===== config.mk =====
export PLATFORM = sky130hd
export DESIGN_NAME = sim_run_ctrl
export DESIGN_NICKNAME = d
export VERILOG_FILES = /design/src/rtl/sim_run_ctrl.sv
export SDC_FILE = /design/constraint.sdc
export NUM_CORES = 1
export LEC_CHECK = 0
export BUFFER_PORTS_ARGS = -buffer_cell sky130_fd_sc_hd__buf_2
export CAP_MARGIN = 20
export CORE_MARGIN = 5
export CORE_UTILIZATION = 40
export CTS_CLUSTER_DIAMETER = 200
export DETAILED_ROUTE_END_ITERATION = 7
export PLACE_DENSITY_LB_ADDON = 0.2
export SLEW_MARGIN = 30
export SYNTH_ARGS = -nofsm -noshare
export SYNTH_HDL_FRONTEND = slang
export SYNTH_SLANG_ARGS = --single-unit

===== constraint.sdc =====
create_clock -name clk -period 1.9 [get_ports clk]
set_clock_uncertainty 0.05 [all_clocks]
set_input_delay 0.19 -clock clk [delete_from_list [all_inputs] [get_ports clk]]
set_output_delay 0.19 -clock clk [all_outputs]
set_load 0.005 [all_outputs]

===== src/rtl/sim_run_ctrl.sv =====
// Run controller for CPU simulation benches: holds the core in reset, counts run cycles, records halts.
// Optional per-channel hang watchdog is enabled by defining SIM_RUN_CTRL_WDOG_EN.
module sim_run_ctrl #(
  parameter int NUM_CH      = 1,
  parameter int CNT_W       = 16,
  parameter int RST_CYCLES  = 4,
`ifdef SIM_RUN_CTRL_WDOG_EN
  parameter int MAX_CYCLES  = 20,
  parameter int WDOG_CYCLES = 8
`else
  parameter int MAX_CYCLES  = 20
`endif
) (
  input  logic                    clk,
  input  logic                    reset,
  input  logic                    start,
  input  logic [NUM_CH-1:0]       halt_in,
`ifdef SIM_RUN_CTRL_WDOG_EN
  input  logic [NUM_CH-1:0]       retire,
  output logic [NUM_CH-1:0]       hang,
`endif
  output logic                    cpu_reset,
  output logic                    running,
  output logic                    done,
  output logic                    timeout,
  output logic [CNT_W-1:0]        cycle_count,
  output logic [NUM_CH-1:0]       halt_seen,
  output logic [NUM_CH*CNT_W-1:0] halt_cyc
);

  localparam logic [1:0] S_RST  = 2'd0;
  localparam logic [1:0] S_RUN  = 2'd1;
  localparam logic [1:0] S_DONE = 2'd2;
  localparam logic [1:0] S_TOUT = 2'd3;

  localparam logic [CNT_W-1:0] RST_LAST = CNT_W'(RST_CYCLES - 1);
  localparam logic [CNT_W-1:0] RUN_LAST = CNT_W'(MAX_CYCLES - 1);
  localparam logic [CNT_W-1:0] CNT_ONE  = CNT_W'(1);

  logic [1:0]        state;
  logic [CNT_W-1:0]  rst_cnt;
  logic [NUM_CH-1:0] new_halt;
  logic              all_h;
  logic              force_tout;
  logic              restart;

  // A channel counts as halted this cycle if it was already captured or is halting now.
  assign new_halt = halt_in & ~halt_seen;
  assign all_h    = &(halt_seen | halt_in);
  assign restart  = ((state == S_DONE) || (state == S_TOUT)) && start;

  assign cpu_reset = (state == S_RST);
  assign running   = (state == S_RUN);
  assign done      = (state == S_DONE);
  assign timeout   = (state == S_TOUT);

`ifdef SIM_RUN_CTRL_WDOG_EN
  localparam int IDLE_W = $clog2(WDOG_CYCLES + 1);
  localparam logic [IDLE_W-1:0] WDOG_LAST = IDLE_W'(WDOG_CYCLES - 1);
  localparam logic [IDLE_W-1:0] IDLE_ONE  = IDLE_W'(1);

  logic [NUM_CH-1:0][IDLE_W-1:0] idle_cnt;

  assign force_tout = |hang;

  // Idle counters stop once their channel has hung; hang stays set until reset or restart.
  always_ff @(posedge clk or posedge reset) begin
    if (reset) begin
      idle_cnt <= '0;
      hang     <= '0;
    end else if (restart) begin
      idle_cnt <= '0;
      hang     <= '0;
    end else if (state == S_RUN) begin
      for (int i = 0; i < NUM_CH; i++) begin
        if (retire[i] || halt_seen[i]) begin
          idle_cnt[i] <= '0;
        end else if (!hang[i]) begin
          idle_cnt[i] <= idle_cnt[i] + IDLE_ONE;
          if (idle_cnt[i] == WDOG_LAST) hang[i] <= 1'b1;
        end
      end
    end
  end
`else
  assign force_tout = 1'b0;
`endif

  always_ff @(posedge clk or posedge reset) begin
    if (reset) begin
      state       <= S_RST;
      rst_cnt     <= '0;
      cycle_count <= '0;
      halt_seen   <= '0;
      halt_cyc    <= '0;
    end else begin
      case (state)
        S_RST: begin
          if (rst_cnt == RST_LAST) begin
            state   <= S_RUN;
            rst_cnt <= '0;
          end else begin
            rst_cnt <= rst_cnt + CNT_ONE;
          end
        end
        S_RUN: begin
          for (int i = 0; i < NUM_CH; i++) begin
            if (new_halt[i]) halt_cyc[i*CNT_W +: CNT_W] <= cycle_count;
          end
          halt_seen   <= halt_seen | halt_in;
          cycle_count <= cycle_count + CNT_ONE;
          // A halt completing on the last allowed cycle still counts as DONE.
          if (all_h) begin
            state <= S_DONE;
          end else if (force_tout || (cycle_count == RUN_LAST)) begin
            state <= S_TOUT;
          end
        end
        default: begin
          if (start) begin
            state       <= S_RST;
            rst_cnt     <= '0;
            cycle_count <= '0;
            halt_seen   <= '0;
            halt_cyc    <= '0;
          end
        end
      endcase
    end
  end

endmodule


==> impl_metrics.env <==
export IMPL_synth_top_cell_area_share_pct=50.4
export IMPL_numCtsBuffers=5
export IMPL_crit_slowest_cell="or4_1"
export IMPL_yosysSeqAreaShare_pct=50.4
export IMPL_min_to="halt_seen$_DFFE_PP0P_"
export IMPL_num_vias=2248
export IMPL_die_area_um2=8030
export IMPL_synth_top_cells_by_area="dfrtp_1 (50%), o21ai_0 (7.1%), nand2_1 (6.8%), a21oi_1 (2.6%), o31ai_1 (2.1%)"
export IMPL_hp_class="in2reg"
export IMPL_regToRegEndpoint="rst_cnt[12]$_DFFE_PP0P_"
export IMPL_root_buffer="clkbuf_8"
export IMPL_placed_area_um2=2910
export IMPL_cts_tree="built"
export IMPL_min_period_over_period_pct=93.7
export IMPL_final_common_cell="dfrtp_1"
export IMPL_finalSetupViolations=0
export IMPL_drive_gt1_share_pct=22.5
export IMPL_layout_common_cells="dfrtp_1 (51), nand2_1 (46), buf_2 (40)"
export IMPL_synthCells=277
export IMPL_synth_edf_count=0
export IMPL_totalWireLength_um=5950
export IMPL_n_antenna_cell=0
export IMPL_r2r_setup_slack_ns=0.12
export IMPL_post_route_min_period_ns=1.78
export IMPL_post_drt_wl_per_cell_um=14.7
export IMPL_yosysWarnings=0
export IMPL_p_per_area_nw_per_um2=1120
export IMPL_crit_chain="ha_2, nand3_1, a21o_4, or4_1, a21oi_1"
export IMPL_rsz0062_at_grt="true"
export IMPL_vias_per_cell=5.54
export IMPL_pin_count=41
export IMPL_slew_headroom_pct=66.2
export IMPL_final_cells=406
export IMPL_start_kind="register"
export IMPL_antenna_found_initial=0
export IMPL_cp_required_ns=2.08
export IMPL_post_dp_hpwl_um=4190
export IMPL_synthFlopType="dfrtp_1"
export IMPL_grt_pass1_vias=2090
export IMPL_syn_avg_cell_area_um2=9.15
export IMPL_grt_max_degree=52
export IMPL_ys_async_sr_fraction_pct=100
export IMPL_grt_pass1_wl_um=10300
export IMPL_h_tree_depth=2
export IMPL_whs_path_depth=2
export IMPL_post_route_util_pct=48.8
export IMPL_endpoint_kind="register"
export IMPL_clock_sinks=51
export IMPL_clk_insertion_delay_late_ns=0.30
export IMPL_core_um2=6240
export IMPL_fmax_mhz=562
export IMPL_dieHeight_um=89.6
export IMPL_max_cap_viol_count=0
export IMPL_num_rows=29
export IMPL_status="finished clean"
export IMPL_leakage_uw=0.00141
export IMPL_syn_num_nets=283
export IMPL_fillerInstances=622
export IMPL_drcViolationCount=0
export IMPL_clockBufferDepth=2
export IMPL_yosys_cell_types_count=40
export IMPL_rr_worst_depth=5
export IMPL_syn_cell_area_um2=2530
export IMPL_crit_type="reg2reg"
export IMPL_post_route_cell_area_um2=3050
export IMPL_cts_setup_buffers=0
export IMPL_fp_dieW_um=89.6
export IMPL_port_buffers=40
export IMPL_grt_overflow=0
export IMPL_dp_cells=397
export IMPL_arrival_ns=1.96
export IMPL_worst_pin_slew_ns=0.505
export IMPL_critPathMaxStageDelay_ns=0.48
export IMPL_drv_slew=0
export IMPL_gp_congestion=0.850
export IMPL_netlist_top_cell_by_area="dfrtp_1"
export IMPL_nets=334
export IMPL_initial_utilization_pct=40.6
export IMPL_min_from="start"
export IMPL_drtPass1Iterations=4
export IMPL_ys_seq_elements=51
export IMPL_grt_util_all_layers_pct=16.6
export IMPL_reg2reg_from="rst_cnt[0]$_DFFE_PP0P_"
export IMPL_ant_nets=0
export IMPL_tns_ns=0
export IMPL_hold_viol=0
export IMPL_area_growth_pct=20.2
export IMPL_drt_initial_drc_count=104
export IMPL_critPathMaxFanout=7
export IMPL_ir_drop_mv=0.499
export IMPL_clk_pin_slew_ns=0.09
[worst max-delay path, delay by kind of cell (launching register included)]
family                   cells  cell delay [ns]
AND/OR/NAND/NOR              2             0.62
flip-flops                   1             0.42
AO/OA/AOI/OAI                2             0.39
adder cells (fa/ha/maj)      1             0.23
[metrics by stage]
stage          hold slack [ns]  setup WS [ns]  power (µW)
5_1_grt                 0.0885        -0.0158        3710
6_report                0.0922          0.119        3420
3_5_place_dp             0.210          0.116        2650
2_1_floorplan            0.239          0.131        2190
4_1_cts                 0.0778         0.0878        3450
3_3_place_gp             0.212          0.185        2640
[sequential cells by signal (all words and copies together) (netlist names)]
signal and cells:
cycle_count 16, state 2, rst_cnt 16, halt_cyc 16
halt_seen 1
[kinds of logic after synthesis]
kind of cell / synth area share (%)
AO/OA/AOI/OAI: 20.5
XOR/XNOR: 2.77
adder cells (fa/ha/maj): 0.987
buffers and inverters: 4.74
flip-flops: 50.4
AND/OR/NAND/NOR: 20.6
[Yosys cell counts (3+ instances only)]
cell type and instances:
a21oi_1 13, nor2_1 13, and2_1 3, a31oi_1 7, clkbuf_1 11, inv_1 10, or3_1 4, o311ai_0 3
xnor2_1 3, nand2_1 46, o31ai_1 7, buf_2 3, and4_1 4, and3_1 5, nand3_1 8, nand4_1 7
o21ai_0 36, dfrtp_1 51, o22ai_1 3, xor2_1 5, nor4_1 5, or4_1 4
[cell type report]
cell class | count | area, µm² | share of cell area (%)
Clock inverter | 2 | 35.0 | 1.15
Inverter | 11 | 41.3 | 1.36
Sequential cell | 51 | 1280 | 41.9
Tap cell | 77 | 96.3 | 3.16
Timing Repair Buffer | 60 | 369 | 12.1
Clock buffer | 6 | 82.6 | 2.71
Multi-Input combinational cell | 199 | 1150 | 37.6
[repair_timing]
| action | in CTS | in global routing |
|---|---|---|
| resized for setup | 1 | 2 |
| pin swaps | 0 | 0 |
| setup endpoints to repair | 1 | 14 |
| hold buffers | 1 | 0 |
| hold endpoints to repair | 51 | 0 |
[worst max-delay path by stage]
stage	startpoint	end	slack, ns
6_report	rst_cnt[0]$_DFFE_PP0P_	rst_cnt[12]$_DFFE_PP0P_	0.12
5_1_grt	rst_cnt[0]$_DFFE_PP0P_	rst_cnt[12]$_DFFE_PP0P_	-0.02
4_1_cts	rst_cnt[0]$_DFFE_PP0P_	rst_cnt[12]$_DFFE_PP0P_	0.09
3_5_place_dp	rst_cnt[0]$_DFFE_PP0P_	rst_cnt[12]$_DFFE_PP0P_	0.12
3_3_place_gp	rst_cnt[0]$_DFFE_PP0P_	rst_cnt[12]$_DFFE_PP0P_	0.18
2_1_floorplan	state[1]$_DFFE_PP0P_	rst_cnt[12]$_DFFE_PP0P_	0.13
[per-layer routing]
metal / track usage, % / up-vias / routed length (µm)
met5: 0 / - / 0
met4: 4.06 / 0 / 55
met3: 3.10 / 4 / 258
met2: 25.6 / 39 / 2750
met1: 24.1 / 1100 / 2890
li1: - / 1105 / -
[where the power goes]
group	internal, µW	leakage, µW	switching (µW)
registers	1260	0.000697	205
logic	478	0.000652	695
clock network	427	0.0000612	358
(Power assumes the default switching activity.)
